===== src/rtl/bcd_operand_loader_if.sv =====
//------------------------------------------------------------------------------
// bcd_operand_loader_if
//
// Purpose: bundles the operand-entry bus of bcd_operand_loader. The clock and
// reset stay outside this interface.
//
// Signals:
//   D      [3:0]  digit entry bus (switches)
//   Cin           carry-in entry (switch), sampled together with the Y digit
//   Load          load button, active-high, asynchronous to the clock
//   X      [3:0]  captured first operand
//   Y      [3:0]  captured second operand
//   ci            captured carry-in
//   Valid         X/Y/ci form a complete validated operand set
//   Err           sticky: the last load attempt carried a non-BCD digit
//   State  [1:0]  loader FSM state (00 WAIT_X, 01 WAIT_Y, 10 READY)
//
// Handshake: there is no valid/ready pair here. Each low-to-high transition of
// Load is one load request, and it is always accepted. The consumer samples
// X/Y/ci only while Valid is high. Those outputs change only on a clock edge
// that also updates State.
//
// Modports:
//   master - the entry side (drives D/Cin/Load, observes the results)
//   slave  - the loader itself
//------------------------------------------------------------------------------
interface bcd_operand_loader_if;
   logic [3:0] D;
   logic       Cin;
   logic       Load;
   logic [3:0] X;
   logic [3:0] Y;
   logic       ci;
   logic       Valid;
   logic       Err;
   logic [1:0] State;

   modport master (
      output D, Cin, Load,
      input  X, Y, ci, Valid, Err, State
   );

   modport slave (
      input  D, Cin, Load,
      output X, Y, ci, Valid, Err, State
   );
endinterface


===== src/rtl/bcd_operand_loader.sv =====
//------------------------------------------------------------------------------
// bcd_operand_loader
//
// Purpose: operand-entry stage for the single-digit BCD adder. It captures two
// BCD digits (X, then Y together with ci) from a shared switch bus, one digit
// per press of the Load button. Non-BCD codes (10..15) are rejected and flagged
// on Err. The adder only sees X/Y/ci as a legal set while Valid is high.
//
// Ports:
//   Clock   system clock; every state update happens on the rising edge
//   Resetn  synchronous, active-low reset (it has priority over a load event)
//   bus     bcd_operand_loader_if.slave:
//             D, Cin, Load in
//             X, Y, ci, Valid, Err, State out
//
// Parameters:
//   DEBOUNCE_CYCLES  stable samples required before the filtered Load changes
//   CNT_W            debounce counter width; 2**CNT_W must exceed DEBOUNCE_CYCLES
//
// Build option:
//   BCD_OPERAND_LOADER_DEBOUNCE_EN
//     When defined, a debounce filter sits between the synchronizer and the
//     edge detector, and the capture latency becomes 3 + DEBOUNCE_CYCLES.
//     When undefined, there is no filter and the capture latency is 3 cycles.
//
// Timing (default build): if Load rises before edge k, the data is captured at
// edge k+2. D and Cin are sampled directly at that capture edge. They are
// quasi-static switches, so they are not synchronized.
//------------------------------------------------------------------------------
module bcd_operand_loader #(
   parameter int DEBOUNCE_CYCLES = 16,
   parameter int CNT_W           = 5
) (
   input  logic                 Clock,
   input  logic                 Resetn,
   bcd_operand_loader_if.slave  bus
);

   // 2'b11 has no entry path. It is listed only so that it can be recovered
   // from explicitly.
   typedef enum logic [1:0] {
      WAIT_X = 2'b00,
      WAIT_Y = 2'b01,
      READY  = 2'b10,
      BAD    = 2'b11
   } state_t;

   state_t     state_q, state_n;
   logic [3:0] x_q, x_n;
   logic [3:0] y_q, y_n;
   logic       ci_q, ci_n;
   logic       err_q, err_n;

   // Load synchronizer, and the previous-level flop used by the edge detector
   logic s1, s2, p;
   logic lvl;      // Load level as seen by the edge detector
   logic ld_evt;   // one-cycle load event
   logic digit_ok;

   always_ff @(posedge Clock) begin
      if (!Resetn) begin
         s1 <= 1'b0;
         s2 <= 1'b0;
         p  <= 1'b0;
      end else begin
         s1 <= bus.Load;
         s2 <= s1;
         p  <= lvl;
      end
   end

`ifdef BCD_OPERAND_LOADER_DEBOUNCE_EN
   // The filtered level follows s2 only after s2 has disagreed with it for
   // DEBOUNCE_CYCLES consecutive cycles. The counter restarts whenever the two
   // agree again, so a shorter glitch is dropped.
   logic [CNT_W-1:0] db_cnt;
   logic             db_lvl;

   always_ff @(posedge Clock) begin
      if (!Resetn) begin
         db_cnt <= '0;
         db_lvl <= 1'b0;
      end else if (s2 == db_lvl) begin
         db_cnt <= '0;
      end else if (db_cnt == CNT_W'(DEBOUNCE_CYCLES - 1)) begin
         db_lvl <= s2;
         db_cnt <= '0;
      end else begin
         db_cnt <= db_cnt + 1'b1;
      end
   end

   assign lvl = db_lvl;
`else
   logic unused_cfg;
   assign unused_cfg = (DEBOUNCE_CYCLES > 0) && (CNT_W > 0);
   assign lvl        = s2;
`endif

   assign ld_evt   = lvl & ~p;
   assign digit_ok = (bus.D <= 4'd9);

   // State and operand registers
   always_ff @(posedge Clock) begin
      if (!Resetn) begin
         state_q <= WAIT_X;
         x_q     <= 4'd0;
         y_q     <= 4'd0;
         ci_q    <= 1'b0;
         err_q   <= 1'b0;
      end else begin
         state_q <= state_n;
         x_q     <= x_n;
         y_q     <= y_n;
         ci_q    <= ci_n;
         err_q   <= err_n;
      end
   end

   // Next-state and datapath. Without a load event everything holds. The one
   // exception is the unreachable encoding, which falls back to WAIT_X.
   always_comb begin
      state_n = state_q;
      x_n     = x_q;
      y_n     = y_q;
      ci_n    = ci_q;
      err_n   = err_q;
      case (state_q)
         WAIT_X: begin
            if (ld_evt) begin
               if (digit_ok) begin
                  x_n     = bus.D;
                  err_n   = 1'b0;
                  state_n = WAIT_Y;
               end else begin
                  err_n = 1'b1;
               end
            end
         end
         WAIT_Y: begin
            if (ld_evt) begin
               if (digit_ok) begin
                  y_n     = bus.D;
                  ci_n    = bus.Cin;
                  err_n   = 1'b0;
                  state_n = READY;
               end else begin
                  err_n = 1'b1;   // X is kept and ci is not sampled
               end
            end
         end
         READY: begin
            if (ld_evt) begin
               if (digit_ok) begin
                  // A new entry starts. Y and ci keep their old values until
                  // they are overwritten.
                  x_n     = bus.D;
                  err_n   = 1'b0;
                  state_n = WAIT_Y;
               end else begin
                  err_n = 1'b1;   // the previous operand set stays valid
               end
            end
         end
         default: begin
            state_n = WAIT_X;
         end
      endcase
   end

   // Valid is decoded from the state. It therefore changes on the same edge
   // as State, and it is low in the unreachable encoding.
   assign bus.X     = x_q;
   assign bus.Y     = y_q;
   assign bus.ci    = ci_q;
   assign bus.Valid = (state_q == READY);
   assign bus.Err   = err_q;
   assign bus.State = state_q;

endmodule


===== src/flat_wrapper.sv =====
// flat-port wrapper written by rule: the top's interface ports become plain ports
module bcd_operand_loader_flat 
#(
   parameter int DEBOUNCE_CYCLES = 16,
   parameter int CNT_W           = 5
)
  (Clock, Resetn, bus_D, bus_Cin, bus_Load, bus_X, bus_Y, bus_ci, bus_Valid, bus_Err, bus_State);
  bcd_operand_loader_if bus_i ();
  input  logic Clock;
  input  logic Resetn;
  input wire logic [$bits(bus_i.D)-1:0] bus_D;
  input wire logic [$bits(bus_i.Cin)-1:0] bus_Cin;
  input wire logic [$bits(bus_i.Load)-1:0] bus_Load;
  output wire logic [$bits(bus_i.X)-1:0] bus_X;
  output wire logic [$bits(bus_i.Y)-1:0] bus_Y;
  output wire logic [$bits(bus_i.ci)-1:0] bus_ci;
  output wire logic [$bits(bus_i.Valid)-1:0] bus_Valid;
  output wire logic [$bits(bus_i.Err)-1:0] bus_Err;
  output wire logic [$bits(bus_i.State)-1:0] bus_State;
  assign bus_i.D = bus_D;
  assign bus_i.Cin = bus_Cin;
  assign bus_i.Load = bus_Load;
  assign bus_X = bus_i.X;
  assign bus_Y = bus_i.Y;
  assign bus_ci = bus_i.ci;
  assign bus_Valid = bus_i.Valid;
  assign bus_Err = bus_i.Err;
  assign bus_State = bus_i.State;
  bcd_operand_loader #(.DEBOUNCE_CYCLES(DEBOUNCE_CYCLES), .CNT_W(CNT_W)) u_core (.Clock(Clock), .Resetn(Resetn), .bus(bus_i));
endmodule

===== config.mk =====
export PLATFORM = sky130hd
export DESIGN_NAME = bcd_operand_loader_flat
export DESIGN_NICKNAME = d
export VERILOG_FILES = /design/src/rtl/bcd_operand_loader_if.sv /design/src/rtl/bcd_operand_loader.sv /design/src/flat_wrapper.sv
export SDC_FILE = /design/constraint.sdc
export NUM_CORES = 1
export LEC_CHECK = 0
export ABC_CLOCK_PERIOD_IN_PS = 1220
export CAP_MARGIN = 0
export CORE_MARGIN = 5
export CORE_UTILIZATION = 37
export CTS_CLUSTER_DIAMETER = 50
export CTS_CLUSTER_SIZE = 10
export DETAILED_ROUTE_END_ITERATION = 6
export PLACE_DENSITY_LB_ADDON = 0.05
export SLEW_MARGIN = 25
export SYNTH_ARGS = -nofsm -noshare
export SYNTH_HDL_FRONTEND = slang
export SYNTH_SLANG_ARGS = --single-unit

===== constraint.sdc =====
create_clock -name Clock -period 1.22 [get_ports Clock]
set_clock_uncertainty 0.2 [all_clocks]
set_input_delay 0.122 -clock Clock [delete_from_list [all_inputs] [get_ports Clock]]
set_output_delay 0.122 -clock Clock [all_outputs]
set_load 0.05 [all_outputs]

# Word-level counts from Yosys, hierarchy flattened
# Index checks and enable logic that the tools add are counted.
[word_totals]
regBits = 15
latchBits = 0
ram_bits = 0
rom_bits = 0
n_memories = 0
[op_classes]
add_sub_neg = 0
mul = 0
div_mod_pow = 0
n_lt_le_gt_ge = 1
eq_ne = 6
n_shift = 0
muxes = 6
bitwise = 2
n_reduce_logical = 7
[ops]
columns = ["op", "count"]
rows = [
  ["2-to-1 mux 2 bit", 4],
  ["inequality test 2 x 1 -> 1 bit, second input constant", 4],
  ["AND reduction 3 bit", 2],
  ["<= comparator 4 bit, second input constant", 1],
  ["one-hot mux 2 bit (2 select lines)", 1],
  ["AND reduction 4 bit", 1],
  ["OR reduction 3 bit", 1],
  ["== test 2 x 1 -> 1 bit, second input constant", 1],
  ["== test 2 bit, second input constant", 1],
  ["zero test 2 bit", 1],
  ["AND reduction 2 bit", 1],
  ["OR reduction 2 bit", 1],
  ["bitwise AND 1 bit", 1],
  ["2-to-1 mux 1 bit", 1],
  ["NOT 1 bit", 1],
]

# Longest topological paths before layout
[logic_depth]
word_depth = 4
ltp_mapped = 4

# Worst setup path after synthesis
# OpenSTA, ideal clock, no wires.
[synth_timing]
path_type = "reg2reg"
from = "reg u_core.state_q[1], in the netlist u_core.bus.State[1]"
to = "reg u_core.state_q[1], in the netlist u_core.bus.State[1]"
t_arrival_ns = 1.799
t_required_ns = 0.949
setup_slack_ns = -0.850
path_stages_with_launch = 4
path_buffers = 0
period_less_slack_ns = 2.070
cell_sequence = "dfxtp_1 > nor2b_1 > o21ai_0 > a21oi_1"
[synth_between]
elab_chain_cells = 4
[synth_lines]
columns = ["item", "line_no", "rtl"]
rows = [
  ["start: declaration", "bcd_operand_loader.sv:48", "state_t state_q, state_n;"],
  ["start signal: assignment", "bcd_operand_loader.sv:112", "state_q <= state_n;"],
  ["== test 2 bit *", "n/a", ""],
  ["via bus_Valid", "flat_wrapper.sv:17", "output wire logic [$bits(bus_i.Valid)-1:0] bus_Valid;"],
  ["OR reduction 2 bit (no source line) *", "n/a", ""],
  ["inequality test 2 x 1 -> 1 bit (no source line)", "n/a", ""],
  ["AND reduction 4 bit (no source line)", "n/a", ""],
]
# The timed path passes the listed nets; every way through them passes the cells marked *.
# A chain may end at the register's enable or synchronous reset.

# Worst setup path in the final report
[layout_timing]
from = "reg u_core.state_q[1], in the netlist u_core.bus.State[1]"
to = "out bus_Valid"
[layout_between]
elab_chain_cells = 1
[layout_lines]
columns = ["item", "line_no", "rtl"]
rows = [
  ["== test 2 bit", "bcd_operand_loader.sv:176", "assign bus.Valid = (state_q == READY);"],
  ["end: declaration", "flat_wrapper.sv:17", ""],
]
# Every way passes these cells.

==> impl_results.md <==
* Post-Syn Area at 571.8 µm²
* CP bufs+invs at 2
* Global-route usage over all layers at 11.58%
* Max rail drop VDD at 0.7058 mV
* CTS H-tree depth at 1
* Initial DRC Count at 1
* Core area at 1489 µm²
* Post-synthesis sequential area ratio at 52.52%
* CP required at 900 ps
* Flop-to-flop setup slack at -110 ps
* Vias at 528
* Clock transition at path regs at 90 ps
* Number of global-route vias before repair at 539
* Antenna violations before repair at 0
* Crit-path leading delay family: flip-flops
* CTS tree: yes
* Max Fclk at 733.8 MHz
* Synth top area share at 52.52%
* Run status: finished with violations
* Final setup violation count at 13
* Crit path time final at 1363 ps
* Root Driver: clkbuf_4
* Leading area contributor after synthesis: dfxtp_1
* Buffers on Ports at 20
* Die area at 2431 µm²
* Slew Limit Fails at 0
* Total grt overflow at 0
* Clock Latency Late Sink at 270 ps
* Final ANT Viol Nets at 0
* Setup Total Neg Slack at -1341 ps
* Hold path start: bus_Cin
* HP Class: primary input to flop
* Die Ht at 49.31 µm
* # diodes at 0
* Final wirelength at 1433 µm
* Remaining DRCs at 0
* Hold Fails Final Rpt at 0
* Tcrit/Tclk final at 111.7%
* Power per cell area at 820.9 nW/µm²
* Routed length per instance at 12.91 µm
* Filler-free cell count of the finished design at 111
* Inserted Clock Buffers at 3
* CTS Buffer Depth at 2
* PnR Total Power at 0.9285 mW
* CP cell instances: buf_6, nor2b_4, buf_12
* Drt via density at 4.757
* WP data arrival at 1040 ps
* Crit path largest cell delay at 360 ps
* Failing checks: setup timing
* Worst setup path class: flop to primary output
* Ys Warns at 0
* Synth Register Bits at 15
* RSZ-0062 raised after global routing: yes
* Largest net degree at the start of global routing at 19
* DP Wirelength at 1026 µm
* Setup slack after layout at -142.9 ps
* Post-synthesis average cell area at 9.530 µm²
* Distinct cells, synth at 14
* Placed Instances at 102
* Share of post-route cells with drive strength above 1 at 45.26%
* Clk sinks at 15
* Final #Nets at 104
* Crit path max-delay cell type: dfxtp_4
* Area growth, synth to finish at 97.81%
* Critical path startpoint: u_core.bus.State[1]$_SDFFE_PN0P_
* Filler cells at 96
* Worst Setup End Kind: primary output
* Initial Util at 38.40%
* First-pass GRT wire length at 2208 µm
* Max cap viols at 0
* Lkg Pwr at 0.5110 nW
* Startpoint types: flop
* Sequential Area at 309.0 µm²
* GPL Wtd Cong at 0.7846
* Row count at 14
* Area of the multi-input gates at 299.0 µm²
* Max_slew headroom at 85.10%
* Slew @ Worst Pin at 221.1 ps
* Syn nets at 68
* Crit path max fanout at 2
* Drt pass-1 iters at 2
* Cell count after synthesis at 60
* Post-layout utilization of the core at 75.97%
* # IOs at 21
* Die W at 49.31 µm
* Top cells by area, synth: dfxtp_1 (53%), mux2i_1 (16%), nand2_1 (9.2%), and2_1 (4.4%), o21ai_0 (3.5%)
* FF-to-FF Start: u_core.p$_SDFF_PN0_
-- placed cells by master, fill, tap and decap left out --
master,instances
o21ai_0,2
clkinv_2,1
dfxtp_4,2
clkdlybuf4s50_1,6
or3_4,2
dlymetal6s2s_1,1
mux2i_1,9
and2_4,1
nand2_1,14
o21ai_2,1
nor2b_4,2
nand2b_4,1
o21a_1,1
inv_1,1
and2_1,3
nand3b_1,1
buf_12,14
dlygate4sd3_1,1
dfxtp_2,1
a21oi_2,3
clkbuf_4,3
o21ai_1,1
dfxtp_1,12
buf_6,5
buf_4,7
-- kinds of logic after synthesis --
family	count (synthesis)	synth area share, %
buf+inv	4	3.938
compound gates	8	7.440
simple gates	24	20.35
mux	9	15.76
flops	15	52.52
-- power by group --
group          internal [mW]  switching, mW
clock network          0.121          0.149
logic                 0.0853         0.0676
registers              0.497        0.00876
-- registers in the layout (all words and copies together) (netlist names) --
register and cells:
u_core.bus.X 4, u_core.p 1, u_core.bus.ci 1, u_core.lvl 1
u_core.bus.State 2, u_core.s1 1, u_core.bus.Y 4, u_core.bus.Err 1
-- synth_stat cells --
cell      number
inv_1          1
nand2_1       14
nand2b_1       1
mux2i_1        9
nand3b_1       1
and2_1         4
buf_6          1
clkbuf_1       2
dfxtp_1       15
nor2b_1        2
o21a_1         1
o21ai_0        4
a21oi_1        3
or3_1          2
-- final timing paths --
kind	endpoint	cells past startpoint
worst max register to register	u_core.bus.Err$_SDFFE_PN0P_	4
worst max-delay path	bus_Valid	3
worst min register to register	u_core.lvl$_SDFF_PN0_	1
worst min-delay path	u_core.bus.ci$_SDFFE_PN0P_	3
-- layer usage --
metal  track usage, %  vias to the layer above  part of all wire, %
met4            5.381                        0                 0.70
met1            13.70                      244                   43
li1                 -                      270                    -
met3            3.670                        2                  4.3
met2            18.67                       12                   52
met5                0                        -                    0
-- repair_timing --
action / 4_1_cts / 5_1_grt
hold endpoints to repair: 0 / 1
hold buffers: 0 / 1
resized for setup: 6 / 8
setup buffers: 3 / 1
pin swaps: 2 / 3
setup endpoints to repair: 15 / 14
-- tightest hold or removal path, delay by kind of cell --
| family | cells | cell delay (ps) |
|---|---|---|
| buf+inv | 1 | 400 |
| simple gates | 1 | 60 |
| mux | 1 | 50 |
-- through the flow --
step	setup slack (ps)	hold WS, ps	area (µm²)
after CTS	-147.3	203.5	1087
after global routing	-175.6	209.1	1131
after detailed placement	-551.2	227.7	1017
after floorplan	-118.3	49.29	605.6
after global placement	-513.7	213.9	1017
final	-142.9	202.4	1131
-- final cells by class --
class | count | share of cell area [%]
sequential | 15 | 27.32
tap | 16 | 1.770
clock buffer | 3 | 1.991
inverter | 1 | 0.3319
timing repair buffer | 34 | 41.70
clock inverter | 1 | 0.4425
multi-input combinational | 41 | 26.44
Note: power is estimated with default switching activity, not from simulation.
